File: config.mk
export PLATFORM = sky130hd
export DESIGN_NAME = nolinear_ctrl
export DESIGN_NICKNAME = d
export VERILOG_FILES = /design/src/rtl/nolinear_pkg.sv /design/src/rtl/nolinear_ctrl_rom.sv /design/src/rtl/nolinear_ctrl.sv
export SDC_FILE = /design/constraint.sdc
export NUM_CORES = 1
export LEC_CHECK = 0
export CAP_MARGIN = 20
export CORE_MARGIN = 10
export CORE_UTILIZATION = 45
export CTS_BUF_LIST = sky130_fd_sc_hd__clkbuf_4 sky130_fd_sc_hd__clkbuf_8 sky130_fd_sc_hd__clkbuf_16
export CTS_CLUSTER_DIAMETER = 50
export CTS_CLUSTER_SIZE = 40
export DETAILED_ROUTE_END_ITERATION = 8
export DONT_BUFFER_PORTS = 1
export SYNTH_ARGS = -nofsm -noshare
export SYNTH_HDL_FRONTEND = slang
export SYNTH_HIERARCHICAL = 1
export SYNTH_SLANG_ARGS = --single-unit
File: constraint.sdc
create_clock -name clk -period 6.19 [get_ports clk]
set_clock_uncertainty 0.1 [all_clocks]
set_input_delay 1.238 -clock clk [delete_from_list [all_inputs] [get_ports clk]]
set_output_delay 1.238 -clock clk [all_outputs]
set_load 0.05 [all_outputs]
File: src/rtl/nolinear_pkg.sv
// Shared types and constants for the nonlinear-function datapath controller.
// Modes, FSM states and control-word layout/constants.
package nolinear_pkg;

  localparam int PIPE_LAT_DEF = 4;

  typedef enum logic [1:0] {
    MODE_SOFTMAX = 2'b00,
    MODE_GELU    = 2'b01,
    MODE_SILU    = 2'b10,
    MODE_ROOT    = 2'b11
  } mode_e;

  typedef enum logic [2:0] {
    ST_IDLE,
    ST_P1,
    ST_P2,
    ST_CAPT,
    ST_OUT
  } state_e;

  localparam int CW_W        = 10;
  localparam int S_IN_MSB    = 9;
  localparam int S_IN_LSB    = 7;
  localparam int S_MUX_BIT   = 6;
  localparam int S_MULT_MSB  = 5;
  localparam int S_MULT_LSB  = 3;
  localparam int S_ADD_BIT   = 2;
  localparam int EN_ADD_BIT  = 1;
  localparam int EN_MULT_BIT = 0;

  typedef logic [CW_W-1:0] ctrl_word_t;

  localparam ctrl_word_t CW_NONE       = 10'h000;
  localparam ctrl_word_t CW_P1_SOFTMAX = 10'h005;
  localparam ctrl_word_t CW_P1_GELU    = 10'h112;
  localparam ctrl_word_t CW_P1_SILU    = 10'h19A;
  localparam ctrl_word_t CW_P1_ROOT    = 10'h263;
  localparam ctrl_word_t CW_P2_SOFTMAX = 10'h0CA;
  localparam ctrl_word_t CW_P2_ROOT    = 10'h2EA;

  function automatic logic two_pass(input mode_e m);
    return (m == MODE_SOFTMAX) || (m == MODE_ROOT);
  endfunction

endpackage

File: src/rtl/nolinear_ctrl_rom.sv
// Combinational control-word lookup.
// Maps (mode, pass state) to the datapath selector/enable word.
module nolinear_ctrl_rom
  import nolinear_pkg::*;
(
  input  mode_e      mode_i,
  input  state_e     state_i,
  output ctrl_word_t ctrl_o
);

  always_comb begin
    ctrl_o = CW_NONE;
    unique case (1'b1)
      (state_i == ST_P1): begin
        unique case (mode_i)
          MODE_SOFTMAX: ctrl_o = CW_P1_SOFTMAX;
          MODE_GELU:    ctrl_o = CW_P1_GELU;
          MODE_SILU:    ctrl_o = CW_P1_SILU;
          MODE_ROOT:    ctrl_o = CW_P1_ROOT;
        endcase
      end
      (state_i == ST_P2): begin
        if (mode_i == MODE_SOFTMAX)
          ctrl_o = CW_P2_SOFTMAX;
        else if (mode_i == MODE_ROOT)
          ctrl_o = CW_P2_ROOT;
      end
      default: ctrl_o = CW_NONE;
    endcase
  end

endmodule

File: src/rtl/nolinear_ctrl.sv
// Sequencer for the shared nonlinear datapath: accepts a vector,
// runs one or two fixed-latency passes, captures and holds the result.
module nolinear_ctrl
  import nolinear_pkg::*;
#(
  parameter int FIX_POINT_WIDTH = 16,
  parameter int DATA_NUM        = 4,
  parameter int PIPE_LAT        = PIPE_LAT_DEF
) (
  input  logic                                clk,
  input  logic                                rst,
  input  logic                                in_valid,
  output logic                                in_ready,
  input  logic [1:0]                          in_mode,
  input  logic [DATA_NUM*FIX_POINT_WIDTH-1:0] in_data,
  output logic [1:0]                          dp_mode,
  output logic [DATA_NUM*FIX_POINT_WIDTH-1:0] dp_in,
  output logic                                dp_valid,
  output logic [2:0]                          dp_s_in,
  output logic                                dp_s_mux,
  output logic [2:0]                          dp_s_mult,
  output logic                                dp_s_add,
  output logic                                dp_en_add,
  output logic                                dp_en_mult,
  input  logic [DATA_NUM*FIX_POINT_WIDTH-1:0] dp_out,
  output logic                                out_valid,
  input  logic                                out_ready,
  output logic [DATA_NUM*FIX_POINT_WIDTH-1:0] out_data
);

  localparam int DW    = DATA_NUM * FIX_POINT_WIDTH;
  localparam int CNT_W = (PIPE_LAT > 1) ? $clog2(PIPE_LAT) : 1;
  localparam logic [CNT_W-1:0] CNT_LAST = CNT_W'(PIPE_LAT - 1);

  state_e           state_q, state_d;
  logic [CNT_W-1:0] cnt_q, cnt_d;
  mode_e            mode_q, mode_d;
  logic [DW-1:0]    data_q, data_d;
  logic [DW-1:0]    res_q, res_d;
  ctrl_word_t       ctrl_q, ctrl_d;
  logic             dp_valid_q;
  logic             out_valid_q;

  always_comb begin
    state_d = state_q;
    cnt_d   = cnt_q;
    mode_d  = mode_q;
    data_d  = data_q;
    res_d   = res_q;
    unique case (state_q)
      ST_IDLE: begin
        if (in_valid) begin
          state_d = ST_P1;
          cnt_d   = '0;
          mode_d  = mode_e'(in_mode);
          data_d  = in_data;
        end
      end
      ST_P1: begin
        if (cnt_q == CNT_LAST) begin
          cnt_d   = '0;
          state_d = two_pass(mode_q) ? ST_P2 : ST_CAPT;
        end else begin
          cnt_d = cnt_q + CNT_W'(1);
        end
      end
      ST_P2: begin
        if (cnt_q == CNT_LAST) begin
          cnt_d   = '0;
          state_d = ST_CAPT;
        end else begin
          cnt_d = cnt_q + CNT_W'(1);
        end
      end
      ST_CAPT: begin
        res_d   = dp_out;
        state_d = ST_OUT;
      end
      ST_OUT: begin
        if (out_ready)
          state_d = ST_IDLE;
      end
      default: state_d = ST_IDLE;
    endcase
  end

  // Outputs are looked up from the next state so they register in step with it.
  nolinear_ctrl_rom u_rom (
    .mode_i  (mode_d),
    .state_i (state_d),
    .ctrl_o  (ctrl_d)
  );

  always_ff @(posedge clk) begin
    if (rst) begin
      state_q     <= ST_IDLE;
      cnt_q       <= '0;
      mode_q      <= MODE_SOFTMAX;
      data_q      <= '0;
      res_q       <= '0;
      ctrl_q      <= CW_NONE;
      dp_valid_q  <= 1'b0;
      out_valid_q <= 1'b0;
    end else begin
      state_q     <= state_d;
      cnt_q       <= cnt_d;
      mode_q      <= mode_d;
      data_q      <= data_d;
      res_q       <= res_d;
      ctrl_q      <= ctrl_d;
      dp_valid_q  <= (state_d == ST_P2);
      out_valid_q <= (state_d == ST_OUT);
    end
  end

  assign in_ready   = (state_q == ST_IDLE);
  assign dp_mode    = mode_q;
  assign dp_in      = data_q;
  assign dp_valid   = dp_valid_q;
  assign dp_s_in    = ctrl_q[S_IN_MSB:S_IN_LSB];
  assign dp_s_mux   = ctrl_q[S_MUX_BIT];
  assign dp_s_mult  = ctrl_q[S_MULT_MSB:S_MULT_LSB];
  assign dp_s_add   = ctrl_q[S_ADD_BIT];
  assign dp_en_add  = ctrl_q[EN_ADD_BIT];
  assign dp_en_mult = ctrl_q[EN_MULT_BIT];
  assign out_valid  = out_valid_q;
  assign out_data   = res_q;

endmodule

# Word-level counts from Yosys, hierarchy flattened
# Index checks and enable logic that the tools add are counted.
[totals] reg_bits=147 out_inout_bits=143
[op_classes] add_sub_neg=1 eq_ne=13 mux=15 reduce_logical=8
[ops] op="$pmux 10 s4" n=1
[ops] op="$mux 10" n=2
[ops] op="$pmux 10 s2" n=1
[ops] op="$pmux 3 s5" n=1
[ops] op="$mux 3" n=4
[ops] op="$eq 3x2->1 const B" n=3
[ops] op="$eq 2x2->1 const B" n=4
[ops] op="$mux 2" n=4
[ops] op="$eq 3x1->1 const B" n=2
[ops] op="$eq 3x3->1 const B" n=2
[ops] op="$logic_not 2->1" n=2
[ops] op="$pmux 2 s2" n=1
[ops] op="$reduce_and 2->1" n=2
[ops] op="$logic_not 3->1" n=1
[ops] op="$add 2x1->2 const B" n=1
[ops] op="$eq 2x1->1 const B" n=1
[ops] op="$ne 2x2->1 const B" n=1
[ops] op="$reduce_bool 2->1" n=1
[ops] op="$reduce_or 2->1" n=1
[ops] op="$logic_or 1x1->1" n=1
[ops] op="$mux 1" n=1

# Logic depth before layout (Yosys ltp)
# Gate-level depths: netlist of run 1.
[depth] ltp_word=7 mapped_depth=9 ltp_nobuf=7

# Modules after synthesis
# The synthesis of run 1 kept the hierarchy.
[modules_own_cells] module="nolinear_ctrl" n_inst=1 cells_each=623 area_per_inst_um2=5129.9
[modules_own_cells] module="nolinear_ctrl_rom" n_inst=1 cells_each=22 area_per_inst_um2=166.4

# Least setup slack after synthesis of run 1
# OpenSTA, ideal clock, no wires.
[synth_path] kind="input to register" from="input in_valid" to="register ctrl_q[7]" setup_ns=0.066 arrival_ns=2.898 t_required_ns=6.024 slack_ns=3.126 path_stages=8 path_cell_list="nor4b_4 mux2_2 inv_1 ha_1 or3b_1 a21oi_1 buf_4 nor2b_1"
[synth_via] elab_chain_cells=6 word_cells_on_any_way=14 classes_between="5 x eq/ne; 8 x mux; 1 x reduce/logical"
[synth_rtl] item="from (decl)" line_no="nolinear_ctrl.sv:12" source="input logic in_valid,"
[synth_rtl] item="$mux 2 *" line_no="nolinear_ctrl.sv:52" source="if (in_valid) begin"
[synth_rtl] item="$mux 2 *" line_no="nolinear_ctrl.sv:50" source="unique case (state_q)"
[synth_rtl] item="net mode_d[0]" line_no="nolinear_ctrl.sv:37" source="mode_e mode_q, mode_d;"
[synth_rtl] item="$eq 2x2->1" line_no="nolinear_ctrl_rom.sv:15, nolinear_ctrl_rom.sv:25"
[synth_rtl] item="$mux 10" line_no="nolinear_ctrl_rom.sv:25" source="else if (mode_i == MODE_ROOT)"
[synth_rtl] item="$mux 10" line_no="nolinear_ctrl_rom.sv:23" source="if (mode_i == MODE_SOFTMAX)"
[synth_rtl] item="$pmux 10 s2 *" line_no="nolinear_ctrl_rom.sv:13" source="unique case (1'b1)"
[synth_rtl] item="net ctrl_d[7]" line_no="nolinear_ctrl.sv:40" source="ctrl_word_t ctrl_q, ctrl_d;"
[synth_rtl] item="to (signal assigned)" line_no="nolinear_ctrl.sv:110" source="ctrl_q <= ctrl_d;"
[synth_rtl] item="to (decl)" line_no="nolinear_ctrl.sv:40"
# Mark *: on every way through the listed nets, which the timed path passes. The rest lies on a longest branch.
# A chain may end at the register's enable or synchronous reset.

# Worst setup path in the final report of run 1
[layout_path] from="register state_q[2]" to="output in_ready"
[layout_via] elab_chain_cells=1
[layout_rtl] item="from (decl)" line_no="nolinear_ctrl.sv:35" source="state_e state_q, state_d;"
[layout_rtl] item="from (signal assigned)" line_no="nolinear_ctrl.sv:105" source="state_q <= state_d;"
[layout_rtl] item="$logic_not 3->1" line_no="nolinear_ctrl.sv:116" source="assign in_ready = (state_q == ST_IDLE);"
[layout_rtl] item="to (decl)" line_no="nolinear_ctrl.sv:13" source="output logic in_ready,"
# No other way between the ends.

==> results of run 1 <==
## cells by family after synthesis
family | Yosys count | synth area share
buffers and inverters | 53 | 0.05528
muxes | 3 | 0.006142
and+or+nand+nor | 294 | 0.2320
AOI/OAI and AO/OA | 141 | 0.1358
DFF | 147 | 0.5556
xor gates and xnor gates | 2 | 0.003308
adders and majority gates | 5 | 0.01181
## routing by layer
layer  routed length (um)  share of wire  vias to the layer above  GRT usage
met4                  226          0.016                        0    0.07285
met2                 7327           0.51                      170     0.2665
met3                 1835           0.13                       18    0.09405
met1                 5079           0.35                     1848     0.1661
li1                     -              -                     2023          -
met5                    0              0                        -          0
## Yosys cell counts, drive strengths merged
| cell | instances |
|---|---|
| a2111o | 1 |
| a211oi | 1 |
| a21oi | 137 |
| and3 | 1 |
| and3b | 1 |
| buf | 31 |
| clkbuf | 19 |
| dfxtp | 147 |
| ha | 5 |
| inv | 3 |
| mux2 | 2 |
| mux2i | 1 |
| nand2 | 258 |
| nand2b | 2 |
| nand3 | 1 |
| nand3b | 5 |
| nor2 | 2 |
| nor2b | 12 |
| nor3 | 3 |
| nor3b | 2 |
| nor4b | 1 |
| o211ai | 2 |
| or3 | 1 |
| or3b | 3 |
| or4 | 1 |
| or4b | 1 |
| xnor2 | 2 |
## placed cells by master (no fill, tap or decap), types with 2 or more instances in the layout
| cell type | netlist | routed |
|---|---|---|
| nand2_1 | 258 | 258 |
| nor2_1 | 2 | 2 |
| clkbuf_8 | 0 | 3 |
| xnor2_1 | 2 | 2 |
| dfxtp_1 | 147 | 147 |
| a21oi_1 | 137 | 137 |
| clkbuf_16 | 0 | 17 |
| nor3b_1 | 2 | 2 |
| ha_1 | 5 | 5 |
| nand2b_1 | 2 | 2 |
| inv_1 | 3 | 3 |
| o211ai_1 | 2 | 2 |
| bufinv_16 | 0 | 2 |
| nand3b_1 | 5 | 5 |
| mux2_2 | 2 | 2 |
| or3b_1 | 2 | 2 |
| buf_4 | 11 | 2 |
| nor2b_1 | 12 | 12 |
| clkinvlp_4 | 0 | 3 |
| nor3_1 | 3 | 2 |
| clkinv_2 | 0 | 5 |
## area by class of cell
| type | instances | area [um2] | area share |
|---|---|---|---|
| multi-input combinational | 445 | 2067 | 0.3545 |
| tap | 143 | 178.9 | 0.03069 |
| inverter | 3 | 11.26 | 0.001931 |
| antenna | 1 | 2.502 | 0.0004292 |
| sequential | 147 | 2943 | 0.5047 |
| clock inverter | 10 | 107.6 | 0.01845 |
| timing repair buffer | 4 | 46.29 | 0.007940 |
| clock buffer | 21 | 474.2 | 0.08133 |
## per-stage QoR
step / worst slack [ns] / area, um2 / util / power, mW
3_3_place_gp: 2.471 / 5215 / 0.4548 / 1.227
3_5_place_dp: 2.336 / 5215 / 0.4548 / 1.233
4_1_cts: 2.768 / 5797 / 0.5055 / 2.231
2_1_floorplan: 3.126 / 5296 / - / 1.230
5_1_grt: 3.104 / 5831 / 0.5085 / 2.289
6_report: 3.172 / 5831 / 0.5085 / 2.201
## worst max-delay path by stage
stage,cells past startpoint,to,slack [ns],from
finish,1,in_ready,3.17,state_q[2]
global route,1,in_ready,3.10,state_q[2]
CTS,7,ctrl_q[7],2.77,in_valid
detailed placement,7,ctrl_q[7],2.34,in_valid
global placement,7,ctrl_q[7],2.47,in_valid
floorplan,8,ctrl_q[7],3.13,in_valid
## power groups by stage
stage               Clock (mW)  Combinational, mW  Sequential, mW
floorplan                    0              0.101            1.13
global placement             0             0.0849            1.14
detailed placement           0             0.0898            1.14
CTS                       1.02             0.0902            1.12
global route              1.06              0.104            1.13
finish                   0.991             0.0896            1.12
## flip-flops by register name (all words and copies together) (netlist names)
signal,count
dp_in,64
out_data,64
ctrl_q,10
state_q,3
cnt_q,2
dp_mode,2
dp_valid,1
out_valid,1
==> metrics, run 1 <==
outcome finished clean; Placer Congestion roughly 0.74; first-pass detailed-route iteration total 4; Leakage between 2 and 2.5 nW; final setup vio count 0; number of synthesis warnings 6; Worst R2R Start state_q[2]; WP data required slightly below 5 ns; slack of the worst reg-to-reg path around 3.6 ns; cts hold-fix bufs 0; Worst Hold Launch cnt_q[1]; fillers ~1100; Hold Path Cell Cnt 2; Logic pwr share 0.041; # clock sinks between 100 and 150; Mapped Nets between 700 and 800; crit path buf inv count 0; Global Route Usage Sum 0.1629; Avg Synthesized Cell Area 8.211 um2; fin crit share 0.4876; worst-margin pin slew 0.9369 ns; die area 16510 um2; placed cells 740; vias in the first global route ~4000; post-layout net count 757; clk_lat worst skew 0.40 ns; Sw Ratio 0.2547; FF+latch count, synth around 150; FF-to-FF End ctrl_q[7]; critical path class flip-flop to primary output; power per cell area between 300 and 400 nW/um2; Synth Cell Area between 5000 and 6000 um2; crit path cell chain nor3_2; post-synth top area share 0.5556; crit path max fanout 14; Ports between 200 and 300; area delta synth->final 10.09%; standard-cell rows 39; cts bufs inserted 17; Internal Power about 1.6 mW; Crit path largest cell delay slightly above 0.8 ns; H-tree levels 4; post-CTS sizing 0; Peak supply drop between 0.2 and 0.25 mV; # Max-Cap Violations 0; CTS tree built; Worst path top cell family by delay simple AND/OR/NAND/NOR gates; die height around 130 um; Gate Count Post-Synth approximately 650; HPWL Detailed 10430 um; Worst setup EP type primary output; critical path's slowest cell nor3_2; arrival time at the worst endpoint between 1.5 and 2 ns; Yosys top cell by area dfxtp_1; RSZ-0062 raised after global routing false; first-pass GRT wire length roughly 21000 um; initial antenna violation count 1; drt total wl ~14000 um; Hold WS 0.3987 ns; final antenna-violating net count 0; buffer count from post-CTS setup fixing 0; ranking of synthesized cells by area dfxtp_1, nand2_1, a21oi_1, buf_4, nor2b_1; port bufs 0; Clock Path Buffers 2; non-filler cells, final 774; Startpoint Class flip-flop; Hold WC Path Type flip-flop to flip-flop; Fmax around 330 MHz; Worst-path clk slew 0.05 ns; Clock power frac 0.450; Core Area 11470 um2; Die W between 100 and 150 um; via count a little over 4000; setup TNS 0 ns; post-route minimum period 3.018 ns; Flop pwr share 0.509; Sw Pwr about 0.56 mW; DRC viols 0; worst hold path endpoint cnt_q[1]; DRT iter0 DRCs ~210; WL per Instance about 19 um; Final Hold Viols 0; FF-to-FF path depth 7; max-slew violations 0; pin count of the biggest net entering global routing 147; share of cells above drive strength 1 0.06667; Netlist cell types 31; Relative slew margins 0.3720; root buffer cell clkbuf_16; sequential area share after synthesis 0.5556; Initial Util 0.4619; GRT overflow 0; vias per inst 5.244
Power figures use the tool's default switching activity.
==> run 2, diff against run 1 <==
==> constraint.sdc (replaced) <==
create_clock -name clk -period 2.4 [get_ports clk]
set_clock_uncertainty 0.1 [all_clocks]
set_input_delay 0.48 -clock clk [delete_from_list [all_inputs] [get_ports clk]]
set_output_delay 0.48 -clock clk [all_outputs]
set_load 0.05 [all_outputs]
==> run 2 against run 1 <==
Against the previous run:
- first-iteration DRC count shrank 6.3%
- largest power group unchanged
- core utilization rose by 0.73 points
- clock power increased to 2.6 times the previous value
- highest routed layer unchanged
- critical path type is now flip-flop to flip-flop
==> metrics, run 2 (synthesis gave the netlist of run 1 again) <==
outcome finished clean; CTS tree built; dpl cell area 5303 um2 (+1.7%); Peak supply drop 0.6209 mV (+160%); Finished Cell Area 5914 um2 (+1.4%); # clock sinks 147 (unchanged); Internal Power 4.294 mW (+160%); via count 4038 (-0.52%); Sw Pwr 1.447 mW (+160%); final antenna-violating net count 0 (unchanged); standard-cell rows 39 (unchanged); GRT overflow 0 (unchanged); fin crit share 0.9395; Final Hold Viols 0 (unchanged); Final Util 0.5158 (+0.007311); WP data required 2.64 ns (-2.21 ns); commonest non-fill, non-tap cells in the layout nand2_1, dfxtp_1, a21oi_1; fillers 1069 (-4.1%); pin count of the biggest net entering global routing 147 (unchanged); Logic pwr share 0.045 (+0.004); clk_lat worst skew 0.41 ns (about the same); commonest non-fill, non-tap cell in the layout nand2_1; max-slew violations 0 (unchanged); area delta synth->final 11.67%; Setup Slack @ Placement 0.03899 ns (-2.297 ns); cts bufs inserted 17 (unchanged); Relative slew margins 0.5455 (+0.1735); first-pass GRT wire length 21110 um (-1.3%); critical path class flip-flop to flip-flop; die area 16510 um2 (unchanged); post-layout net count 766 (+1.2%); Leakage 2.127 nW (+3.1%); worst-margin pin slew 0.6817 ns (-0.2552 ns); Flop pwr share 0.501 (-0.008); crit path max fanout 3 (-11); Fmax between 400 and 500 MHz; WL per Instance 18.38 um (-1.7%); final setup margin 0.1451 ns (-3.027 ns); share of cells above drive strength 1 0.08294 (+0.01628); Pwr Total 5.741 mW (+160%); # Max-Cap Violations 0 (unchanged); Clock power frac 0.453 (+0.003); H-tree levels 4 (unchanged); Startpoint Class flip-flop; first-pass detailed-route iteration total 5 (+1); Worst-path clk slew 0.06 ns (about the same); Sw Ratio 0.2521 (-0.002616); Placer Congestion 0.7559 (+2.7%); cts hold-fix bufs 0 (unchanged); HPWL Detailed 10480 um (+0.45%); drt total wl 14390 um (-0.51%); post-route minimum period ~2.3 ns; Initial Util 0.4619 (unchanged); Hold WC Path Type input pin to flip-flop; Worst setup EP type flip-flop; DRC viols 0 (unchanged); port bufs 0 (unchanged); arrival time at the worst endpoint 2.50 ns (+0.82 ns); Die W 128.5 um (unchanged); final setup vio count 0 (unchanged); Core Area 11470 um2 (unchanged); Global Route Usage Sum 0.1609 (-0.002075); initial antenna violation count 0 (-1); DRT iter0 DRCs 195 (-6.3%); vias per inst 5.157 (-1.7%); Clock Path Buffers 2 (unchanged); root buffer cell clkbuf_16; die height 128.5 um (unchanged); Ports 277 (unchanged); setup TNS 0 ns (unchanged); vias in the first global route 3917 (+0.15%); power per cell area 970.8 nW/um2 (+160%)
==> run 2: cell count changes in the layout (fill, tap and decap cells not counted), sizes merged <==
cell      previous run  this run
clkinvlp             3         1
clkinv               5         4
clkbuf              21        23
buf                  4        13
inv                  3         4
==> run 2: worst paths after layout <==
| kind | start | end | slack, ns | depth (start not counted) |
|---|---|---|---|---|
| setup / recovery | state_q[1] | ctrl_q[6] | 0.15 | 7 |
| setup reg to reg | state_q[1] | ctrl_q[6] | 0.15 | 7 |
| hold / removal | rst | dp_in[41] | 0.05 | 1 |
| hold reg to reg | cnt_q[1] | cnt_q[1] | 0.40 | 2 |
==> run 2: routing by layer <==
layer,GRT usage,vias to the layer above,share of wire
met4,0.05629,0,0.016
met3,0.1047,16,0.14
met5,0,-,0
li1,-,2043,-
met1,0.1581,1798,0.34
met2,0.2686,181,0.50
==> run 2: through the flow <==
| stage | std cells | hold WS (ns) |
|---|---|---|
| 5_1_grt | 782 | 0.01322 |
| 3_5_place_dp | 750 | 0.3881 |
| 3_3_place_gp | 750 | 0.3759 |
| 4_1_cts | 781 | 0.02426 |
| 2_1_floorplan | 645 | 0.3720 |
| 6_report | 783 | 0.04790 |
==> run 2: what timing repair did <==
item,in CTS,in global routing
gates resized for setup,0,2
hold endpoints to repair,0,0
buffers inserted,0,1
endpoints found under the setup margin,0,4
==> run 2: worst max-delay path, stage by stage (launching register included) <==
cell and delay (ns):
dfxtp_1 0.33, nor4b_4 0.35, mux2_2 0.39, inv_1 0.09, ha_1 0.26, or3b_4 0.40, a21oi_1 0.13, nor2b_1 0.14
==> run 2: area by class of cell <==
cell class,count,area (um2),area share
Tap cell,143,178.9,0.03025
Antenna cell,1,2.502,0.0004231
Inverter,3,11.26,0.001904
Multi-Input combinational cell,445,2073,0.3505
Clock inverter,8,100.1,0.01692
Timing Repair Buffer,13,110.1,0.01862
Sequential cell,147,2943,0.4976
Clock buffer,23,495.5,0.08377
==> run 2: power groups by stage <==
stage | sequential (mW) | combinational [mW] | clock, mW
4_1_cts | 2.88 | 0.260 | 2.67
6_report | 2.88 | 0.261 | 2.60
2_1_floorplan | 2.91 | 0.260 | 0
5_1_grt | 2.89 | 0.299 | 2.78
3_5_place_dp | 2.94 | 0.260 | 0
3_3_place_gp | 2.93 | 0.247 | 0
==> run 3, diff against run 2 <==
--- a/config.mk
+++ b/config.mk
@@ -13,6 +13,7 @@
 export CTS_CLUSTER_SIZE = 40
 export DETAILED_ROUTE_END_ITERATION = 8
 export DONT_BUFFER_PORTS = 1
+export SETUP_SLACK_MARGIN = 0.3
 export SYNTH_ARGS = -nofsm -noshare
 export SYNTH_HDL_FRONTEND = slang
 export SYNTH_HIERARCHICAL = 1
==> run 3 against run 2 <==
Against the previous run:
- sequential power is essentially flat
- largest cell class unchanged
- total power shrank 1.3%
- clock-buffer cell count grew 4
==> metrics, run 3 (synthesis gave the netlist of run 1 again) <==
outcome finished clean; Hold WC Path Type input pin to flip-flop; first-pass GRT wire length 21990 um (+4.2%); ANT cells 0 (-1); vias in the first global route 4006 (+2.3%); area delta synth->final 12.54%; arrival time at the worst endpoint 2.43 ns (-0.07 ns); Placer Congestion 0.7546 (-0.17%); fillers 1116 (+4.4%); Relative slew margins 0.5457 (about the same); Ports 277 (unchanged); power per cell area 951.0 nW/um2 (-2.0%); crit path max fanout 3 (unchanged); die area 16510 um2 (unchanged); commonest non-fill, non-tap cell in the layout nand2_1; port bufs 0 (unchanged); Peak supply drop 0.5860 mV (-5.6%); dpl cell area 5319 um2 (+0.31%); Startpoint Class flip-flop; Worst setup EP type flip-flop; Core Area 11470 um2 (unchanged); Global Route Usage Sum 0.1674 (+0.006584); standard-cell rows 39 (unchanged); H-tree levels 4 (unchanged); WL per Instance 18.59 um (+1.1%); Fmax 455.7 MHz (+2.8%); root buffer cell clkbuf_16; DRC viols 0 (unchanged); post-layout net count 771 (+0.65%); critical path's slowest cell or3b_4; critical path class flip-flop to flip-flop; Setup Slack @ Placement 0.05507 ns (+0.01607 ns); max-slew violations 0 (unchanged); Die W 128.5 um (unchanged); WP data required 2.64 ns (about the same); Final Hold Viols 0 (unchanged); first-pass detailed-route iteration total 5 (unchanged); Crit path largest cell delay 0.40 ns (about the same); post-route minimum period 2.195 ns (-0.06036 ns); commonest non-fill, non-tap cells in the layout nand2_1, dfxtp_1, a21oi_1; worst-margin pin slew 0.6815 ns (-0.0001940 ns); RSZ-0062 raised after global routing true; setup TNS 0 ns (unchanged); Finished Cell Area 5961 um2 (+0.78%); final setup margin 0.2055 ns (+0.06036 ns); initial antenna violation count 0 (unchanged); pin count of the biggest net entering global routing 147 (unchanged); GRT overflow 0 (unchanged); final setup vio count 0 (unchanged); die height 128.5 um (unchanged); Worst-path clk slew 0.06 ns (about the same); # Max-Cap Violations 0 (unchanged); via count 4107 (+1.7%); share of cells above drive strength 1 0.1025 (+0.01954); fin crit share 0.9144 (-0.02515); drt total wl 14630 um (+1.7%); cts hold-fix bufs 0 (unchanged); Hold Path Cell Cnt 1 (unchanged); vias per inst 5.219 (+1.2%); FF-to-FF path depth 7 (unchanged); # clock sinks 147 (unchanged); Leakage 2.145 nW (+0.88%); cts bufs inserted 17 (unchanged); Pwr Total 5.669 mW (-1.3%); CTS tree built; crit path cell chain nor4b_4 -> mux2_4 -> inv_2 -> ha_4 -> or3b_4 -> a21oi_4 -> nor2b_4; clk_lat worst skew 0.41 ns (about the same); DRT iter0 DRCs 214 (+9.7%); Initial Util 0.4619 (unchanged); final antenna-violating net count 0 (unchanged); HPWL Detailed 10770 um (+2.8%); Clock Path Buffers 2 (unchanged)
[run 3: cell count changes in the layout (fill, tap and decap cells not counted), moves of 2 or more]
cell and delta:
nor2b_1 -2, buf_4 +6, inv_1 -2, clkbuf_4 +4, mux2_4 +2, dfxtp_1 -2
dfxtp_2 +2, mux2_2 -2
[run 3: metrics by stage]
stage / util / hold slack (ns) / std cells
floorplan: - / 0.3720 / 645
global placement: 0.4638 / 0.3756 / 750
detailed placement: 0.4638 / 0.3986 / 750
CTS: 0.5178 / 0.03151 / 786
global route: 0.5198 / 0.02821 / 787
finish: 0.5198 / 0.05353 / 787
[run 3: path summary, 6_finish.rpt]
path,startpoint,endpoint,slack [ns]
min,rst,dp_in[7],0.05
max,state_q[1],ctrl_q[3],0.21
min reg2reg,cnt_q[1],cnt_q[1],0.41
max reg2reg,state_q[1],ctrl_q[3],0.21
[run 3: critical path, delay by kind of cell (launching register included)]
| family | cells | cell delay [ns] |
|---|---|---|
| mux | 1 | 0.35 |
| compound gates | 1 | 0.14 |
| flops | 1 | 0.33 |
| simple gates | 3 | 0.92 |
| buf+inv | 1 | 0.07 |
| fa+ha+maj | 1 | 0.20 |
[run 3: what timing repair did]
action                                 CTS  global route
resized for setup                        4             2
setup endpoints to repair                4             4
pin swaps                                4             2
setup buffers                            5             1
endpoints found under the hold margin    0             0
[run 3: layout make-up]
cell class              count  area [um2]  area share
repair buffers             18       135.1     0.02267
clock buffers              27       525.5     0.08816
multi-input cells         445        2115      0.3547
inverters                   3       13.76    0.002309
flip-flops and latches    147        2945      0.4941
well taps                 143       178.9     0.03002
clock inverters             4       47.55    0.007976
[run 3: power by group]
| part | switching, mW | internal [mW] | leakage, nW | total (mW) |
|---|---|---|---|---|
| clock network | 0.910 | 1.60 | 0.288 | 2.51 |
| registers | 0.348 | 2.53 | 1.20 | 2.88 |
| logic | 0.160 | 0.125 | 0.661 | 0.285 |
[run 3: metal layers]
layer | vias up | track usage | share of wire
li1 | 2053 | - | -
met1 | 1875 | 0.1680 | 0.35
met2 | 166 | 0.2815 | 0.51
met3 | 13 | 0.09774 | 0.13
met4 | 0 | 0.06358 | 0.016
met5 | - | 0 | 0
